--- src/rtl/seq_muldiv.sv ---
// seq_muldiv: multi-cycle radix-2 multiply / restoring divide, signed or unsigned.
// Optional build macro MULDIV_EARLY_EXIT_EN: a multiply leaves CALC as soon as
// the remaining multiplier bits are zero, and the product is re-aligned in FIX.
// busy/done are registered copies of the state, so they trail it by one cycle.
module seq_muldiv #(
   parameter int WIDTH = 32
) (
   input  logic             clk,
   input  logic             rst,
   input  logic             start,
   input  logic             op_div,
   input  logic             op_signed,
   input  logic [WIDTH-1:0] a,
   input  logic [WIDTH-1:0] b,
   output logic             busy,
   output logic             done,
   output logic [WIDTH-1:0] res_lo,
   output logic [WIDTH-1:0] res_hi,
   output logic             zero,
   output logic             div0
);

   localparam int CNT_W = $clog2(WIDTH + 1);

   // S_DZ is the single wait cycle of a divide-by-zero on its way to DONE.
   typedef enum logic [2:0] {S_IDLE, S_CALC, S_FIX, S_DONE, S_DZ} state_t;

   state_t             state_q, state_d;
   logic [CNT_W-1:0]   cnt_q, cnt_d;
   logic               div_q, div_d;
   logic               neg_q, neg_d;        // result sign: sa ^ sb
   logic               sa_q, sa_d;          // dividend sign, used for the remainder
   logic [WIDTH-1:0]   hi_q, hi_d;          // partial product high / partial remainder
   logic [WIDTH-1:0]   lo_q, lo_d;          // multiplier+product low / dividend+quotient
   logic [WIDTH-1:0]   opb_q, opb_d;        // multiplicand or divisor magnitude
   logic [WIDTH-1:0]   res_lo_q, res_lo_d;
   logic [WIDTH-1:0]   res_hi_q, res_hi_d;
   logic               zero_q, zero_d;
   logic               div0_q, div0_d;
   logic               busy_q, busy_d;
   logic               done_q, done_d;
`ifdef MULDIV_EARLY_EXIT_EN
   logic [WIDTH-1:0]   mpl_q, mpl_d;        // multiplier bits not yet consumed
`endif

   logic [WIDTH-1:0]   abs_a, abs_b;
   logic [WIDTH:0]     mul_sum;
   logic [WIDTH:0]     div_shift;
   logic               div_ge;
   logic [WIDTH-1:0]   div_sub;
   logic [2*WIDTH-1:0] prod_raw, prod_fix;
   logic [WIDTH-1:0]   quo_fix, rem_fix;
   logic               accept;

   // Next-state, datapath step and result formation.
   always_comb begin
      abs_a     = (op_signed && a[WIDTH-1]) ? -a : a;
      abs_b     = (op_signed && b[WIDTH-1]) ? -b : b;
      mul_sum   = {1'b0, hi_q} + (lo_q[0] ? {1'b0, opb_q} : '0);
      div_shift = {hi_q, lo_q[WIDTH-1]};
      div_ge    = (div_shift >= {1'b0, opb_q});
      div_sub   = div_shift[WIDTH-1:0] - opb_q;
`ifdef MULDIV_EARLY_EXIT_EN
      // cnt_q holds the shift steps skipped by leaving CALC early.
      prod_raw  = {hi_q, lo_q} >> cnt_q;
`else
      prod_raw  = {hi_q, lo_q};
`endif
      prod_fix  = neg_q ? -prod_raw : prod_raw;
      quo_fix   = neg_q ? -lo_q : lo_q;
      rem_fix   = sa_q ? -hi_q : hi_q;
      accept    = start && ((state_q == S_IDLE) || (state_q == S_DONE));

      state_d  = state_q;
      cnt_d    = cnt_q;
      div_d    = div_q;
      neg_d    = neg_q;
      sa_d     = sa_q;
      hi_d     = hi_q;
      lo_d     = lo_q;
      opb_d    = opb_q;
      res_lo_d = res_lo_q;
      res_hi_d = res_hi_q;
      zero_d   = zero_q;
      div0_d   = div0_q;
`ifdef MULDIV_EARLY_EXIT_EN
      mpl_d    = mpl_q;
`endif

      case (state_q)
         S_IDLE, S_DONE: begin
            state_d = S_IDLE;
            if (accept) begin
               div_d = op_div;
               sa_d  = op_signed & a[WIDTH-1];
               neg_d = op_signed & (a[WIDTH-1] ^ b[WIDTH-1]);
               cnt_d = CNT_W'(WIDTH);
               hi_d  = '0;
               lo_d  = op_div ? abs_a : abs_b;
               opb_d = op_div ? abs_b : abs_a;
`ifdef MULDIV_EARLY_EXIT_EN
               mpl_d = abs_b;
`endif
               if (op_div && (b == '0)) begin
                  lo_d    = a;             // raw dividend is returned as the remainder
                  state_d = S_DZ;
               end else begin
                  state_d = S_CALC;
               end
            end
         end
         S_DZ: begin
            state_d  = S_DONE;
            res_lo_d = '1;
            res_hi_d = lo_q;
            zero_d   = 1'b0;
            div0_d   = 1'b1;
         end
         S_CALC: begin
            cnt_d = cnt_q - CNT_W'(1);
            if (div_q) begin
               hi_d = div_ge ? div_sub : div_shift[WIDTH-1:0];
               lo_d = {lo_q[WIDTH-2:0], div_ge};
            end else begin
               hi_d = mul_sum[WIDTH:1];
               lo_d = {mul_sum[0], lo_q[WIDTH-1:1]};
            end
            if (cnt_q == CNT_W'(1))
               state_d = S_FIX;
`ifdef MULDIV_EARLY_EXIT_EN
            mpl_d = mpl_q >> 1;
            if (!div_q && (mpl_d == '0))
               state_d = S_FIX;
`endif
         end
         S_FIX: begin
            state_d = S_DONE;
            div0_d  = 1'b0;
            if (div_q) begin
               res_lo_d = quo_fix;
               res_hi_d = rem_fix;
               zero_d   = (quo_fix == '0);
            end else begin
               res_lo_d = prod_fix[WIDTH-1:0];
               res_hi_d = prod_fix[2*WIDTH-1:WIDTH];
               zero_d   = (prod_fix == '0);
            end
         end
         default: state_d = S_IDLE;
      endcase

      busy_d = (state_q == S_CALC) || (state_q == S_FIX);
      done_d = (state_q == S_DONE);
   end

   // State, datapath and registered outputs; rst clears everything.
   always_ff @(posedge clk) begin
      if (rst) begin
         state_q  <= S_IDLE;
         cnt_q    <= '0;
         div_q    <= 1'b0;
         neg_q    <= 1'b0;
         sa_q     <= 1'b0;
         hi_q     <= '0;
         lo_q     <= '0;
         opb_q    <= '0;
         res_lo_q <= '0;
         res_hi_q <= '0;
         zero_q   <= 1'b0;
         div0_q   <= 1'b0;
         busy_q   <= 1'b0;
         done_q   <= 1'b0;
`ifdef MULDIV_EARLY_EXIT_EN
         mpl_q    <= '0;
`endif
      end else begin
         state_q  <= state_d;
         cnt_q    <= cnt_d;
         div_q    <= div_d;
         neg_q    <= neg_d;
         sa_q     <= sa_d;
         hi_q     <= hi_d;
         lo_q     <= lo_d;
         opb_q    <= opb_d;
         res_lo_q <= res_lo_d;
         res_hi_q <= res_hi_d;
         zero_q   <= zero_d;
         div0_q   <= div0_d;
         busy_q   <= busy_d;
         done_q   <= done_d;
`ifdef MULDIV_EARLY_EXIT_EN
         mpl_q    <= mpl_d;
`endif
      end
   end

   assign busy   = busy_q;
   assign done   = done_q;
   assign res_lo = res_lo_q;
   assign res_hi = res_hi_q;
   assign zero   = zero_q;
   assign div0   = div0_q;

endmodule
--- config.mk ---
export PLATFORM = sky130hd
export DESIGN_NAME = seq_muldiv
export DESIGN_NICKNAME = d
export VERILOG_FILES = /design/src/rtl/seq_muldiv.sv
export SDC_FILE = /design/constraint.sdc
export NUM_CORES = 1
export LEC_CHECK = 0
export ABC_CLOCK_PERIOD_IN_PS = 11300
export CORE_AREA = 8 8 167 169
export DETAILED_ROUTE_END_ITERATION = 10
export DIE_AREA = 0 0 175 177
export PLACE_DENSITY_LB_ADDON = 0.15
export SYNTH_ARGS = -nofsm -noshare
export SYNTH_HDL_FRONTEND = slang
export SYNTH_SLANG_ARGS = --single-unit
--- constraint.sdc ---
create_clock -name clk -period 11.3 [get_ports clk]
set_clock_uncertainty 0.2 [all_clocks]
set_input_delay 1.13 -clock clk [delete_from_list [all_inputs] [get_ports clk]]
set_output_delay 1.13 -clock clk [all_outputs]
set_load 0.01 [all_outputs]
==> impl_metrics.json <==
{
  "outcome": "complete, no violations",
  "critPathKind": "input pin to flop",
  "synthArstFlopShare": 0,
  "cts_hold_buffers": 0,
  "nNetsFinal": 2376,
  "grt_pass1_vias": 16700,
  "clock_latency_ns": 0.44,
  "synth_cell_types": 82,
  "synth_edf_count": 0,
  "critPathArrivalTime_ns": 4.86,
  "grt_usage": 0.382,
  "fin_setup_tns_ns": 0,
  "drive_gt1_frac": 0.0485,
  "grt_pass1_wl_um": 94900,
  "rows": 59,
  "antenna_found_initial": 2,
  "rsz0062_at_grt": "no",
  "vias_per_cell": 6.99,
  "final.min_clock_period_ns": 4.73,
  "cts_buffers": 17,
  "worst_ir_drop_vdd_mv": 0.147,
  "grt_start_max_net_pins": 81,
  "power.share.combinational": 0.532,
  "pwr-share-clk": 0.191,
  "hold_viol": 0,
  "postSynthCellCount": 2227,
  "drtIter0Drc": 2792,
  "synth_ff_type": "dfxtp_1",
  "io_pins": 137,
  "cp-start-kind": "input pin",
  "path_clk_slew_ns": 0.08,
  "grt_overflow_total": 0,
  "swShare": 0.478,
  "vias": 18100,
  "wl_um": 61700,
  "die_h_um": 177,
  "yosysSeqAreaShare": 0.220,
  "drtAntennaViolNets": 0,
  "p_per_area_mw_per_mm2": 193,
  "fp.coreArea_mm2": 0.0255,
  "num_antenna_cells": 0,
  "maxSlewHeadroom": 0.228,
  "cts_root_buf": "clkbuf_16",
  "cts_tree": "done",
  "drt_pre_antenna_iters": 6,
  "synth_area_mm2": 0.0160,
  "p_sw_uw": 1660,
  "synth_nets": 2369,
  "hold_slack_ns": 0.254,
  "yosysMostFrequentCell": "nor2_1",
  "end_kind": "flop",
  "synth-seq-cells": 176,
  "place.gp.congestion": 1.02,
  "initial_core_util": 0.629,
  "setup_viol": 0,
  "max-clock-path-buffers": 2,
  "io_buffer_count": 136,
  "internal_power_uw": 1810,
  "synth_warnings": 0,
  "hp-class": "flop to flop",
  "avgSynthCellArea_um2": 7.20,
  "max_freq_ghz": 0.211,
  "min_period_over_period": 0.419,
  "pwr-share-seq": 0.277,
  "max_cap_violations": 0,
  "yosysTopAreaCellShare": 0.220,
  "leakage_uw": 0.00706,
  "dieArea_mm2": 0.0310,
  "wire_per_inst_um": 23.9,
  "htree_levels": 4,
  "syn2layout_area_growth_pct": 12.2,
  "synth_common_cells": "nor2_1 (278), nand2_1 (227), a21oi_1 (179)",
  "cts_resized": 0,
  "synthTopCellsByArea": "dfxtp_1 (22%), nor2_1 (6.5%), xor2_1 (5.6%)",
  "die_w_um": 175,
  "clock_sinks": 176,
  "post-cts-setup-buffer-count": 0,
  "worstPathRequired_ns": 11.43,
  "drc": 0,
  "worst_pin_slew_ns": 1.14,
  "path_max_fanout": 7,
  "maxSlewViolCount": 0,
  "synth_top_cell_by_area": "dfxtp_1",
  "dp_hpwl_um": 44800
}
==> stage by stage <==
| stage | utilization | std cells | total power (µW) | area (µm²) | setup WS, ns |
|---|---|---|---|---|---|
| floorplan | - | 2227 | 2140 | 16000 | 7.35 |
| global placement | 0.680 | 2550 | 2690 | 17300 | 6.32 |
| detailed placement | 0.680 | 2550 | 2730 | 17300 | 6.29 |
| CTS | 0.706 | 2582 | 3390 | 18000 | 6.76 |
| global route | 0.706 | 2582 | 3630 | 18000 | 6.48 |
| finish | 0.706 | 2582 | 3470 | 18000 | 6.57 |
==> state kept, by name (all words and copies together), names as in the netlist, 3 cells and up <==
register,count
opb_q,32
hi_q,32
cnt_q,6
lo_q,32
res_lo,32
res_hi,32
state_q,3
==> power groups by stage <==
stage,combinational [µW],sequential (µW),clock (µW)
after floorplan,1290,848,0
after global placement,1740,950,0
after detailed placement,1770,956,0
after CTS,1790,942,661
after global routing,1970,966,689
final,1850,960,664
==> critical path: stages <==
cell             delay (ns)
clkdlybuf4s50_1        0.49
or4_1                  0.63
nor4_1                 0.60
nand4_1                0.41
or3_1                  0.60
nand2_1                0.31
nor2_1                 0.11
xnor2_1                0.15
a21oi_1                0.09
a221o_1                0.35
==> path summary, 6_finish.rpt <==
kind,cells after the start,slack (ns),from,endpoint
hold reg to reg,2,0.25,opb_q[2],opb_q[2]
setup / recovery,10,6.57,b[12],lo_q[19]
setup reg to reg,9,6.70,lo_q[14],zero
hold / removal,2,0.25,opb_q[2],opb_q[2]
==> routing by layer <==
metal / vias up / global-route usage / routed length [µm] / share of wire
met3: 263 / 0.100 / 8040 / 0.13
li1: 8094 / - / - / -
met1: 8317 / 0.496 / 24000 / 0.39
met4: 4 / 0.198 / 3620 / 0.059
met5: - / 0 / 27 / 0.00044
met2: 1372 / 0.576 / 26000 / 0.42
==> cell families after synthesis <==
group / share of synthesized area
xor gates and xnor gates: 0.110
muxes: 0.0467
adders and majority gates: 0.0579
AOI/OAI and AO/OA: 0.267
buffers and inverters: 0.0619
DFF: 0.220
and+or+nand+nor: 0.236
==> final cells by class <==
type                    count  area, µm²
multi-input cells        1800      11500
clock inverters            15        229
inverters                  76        285
well taps                 335        419
flip-flops and latches    176       3530
fillers                  2121       7490
clock buffers              17        425
repair buffers            163       1560
==> cell usage in the layout (no fill, tap or decap), drive strengths merged, types with 7 or more instances in the layout <==
cell type | netlist | routed
a21o | 36 | 36
xnor2 | 98 | 98
a2111oi | 13 | 13
a21oi | 179 | 179
clkdlybuf4s50 | 0 | 134
o22ai | 16 | 16
nor4 | 32 | 32
o41ai | 7 | 7
o31ai | 31 | 31
o221ai | 8 | 8
xor2 | 103 | 103
buf | 30 | 29
nand2b | 10 | 10
a221oi | 10 | 10
dfxtp | 176 | 176
a22oi | 12 | 12
nand3 | 36 | 36
nor2 | 278 | 278
a211oi | 67 | 67
o211ai | 23 | 23
or2 | 7 | 7
a22o | 13 | 13
inv | 76 | 85
or3 | 31 | 31
mux2i | 59 | 59
a221o | 11 | 11
nor3b | 7 | 7
o21ai | 136 | 136
clkbuf | 145 | 17
and2 | 13 | 13
a31oi | 26 | 26
nand4 | 35 | 35
a311oi | 24 | 24
nand2 | 227 | 227
or4 | 19 | 19
nand3b | 7 | 7
nor3 | 52 | 52
mux2 | 14 | 14
ha | 71 | 71
and3 | 14 | 14
(Power assumes the default switching activity.)
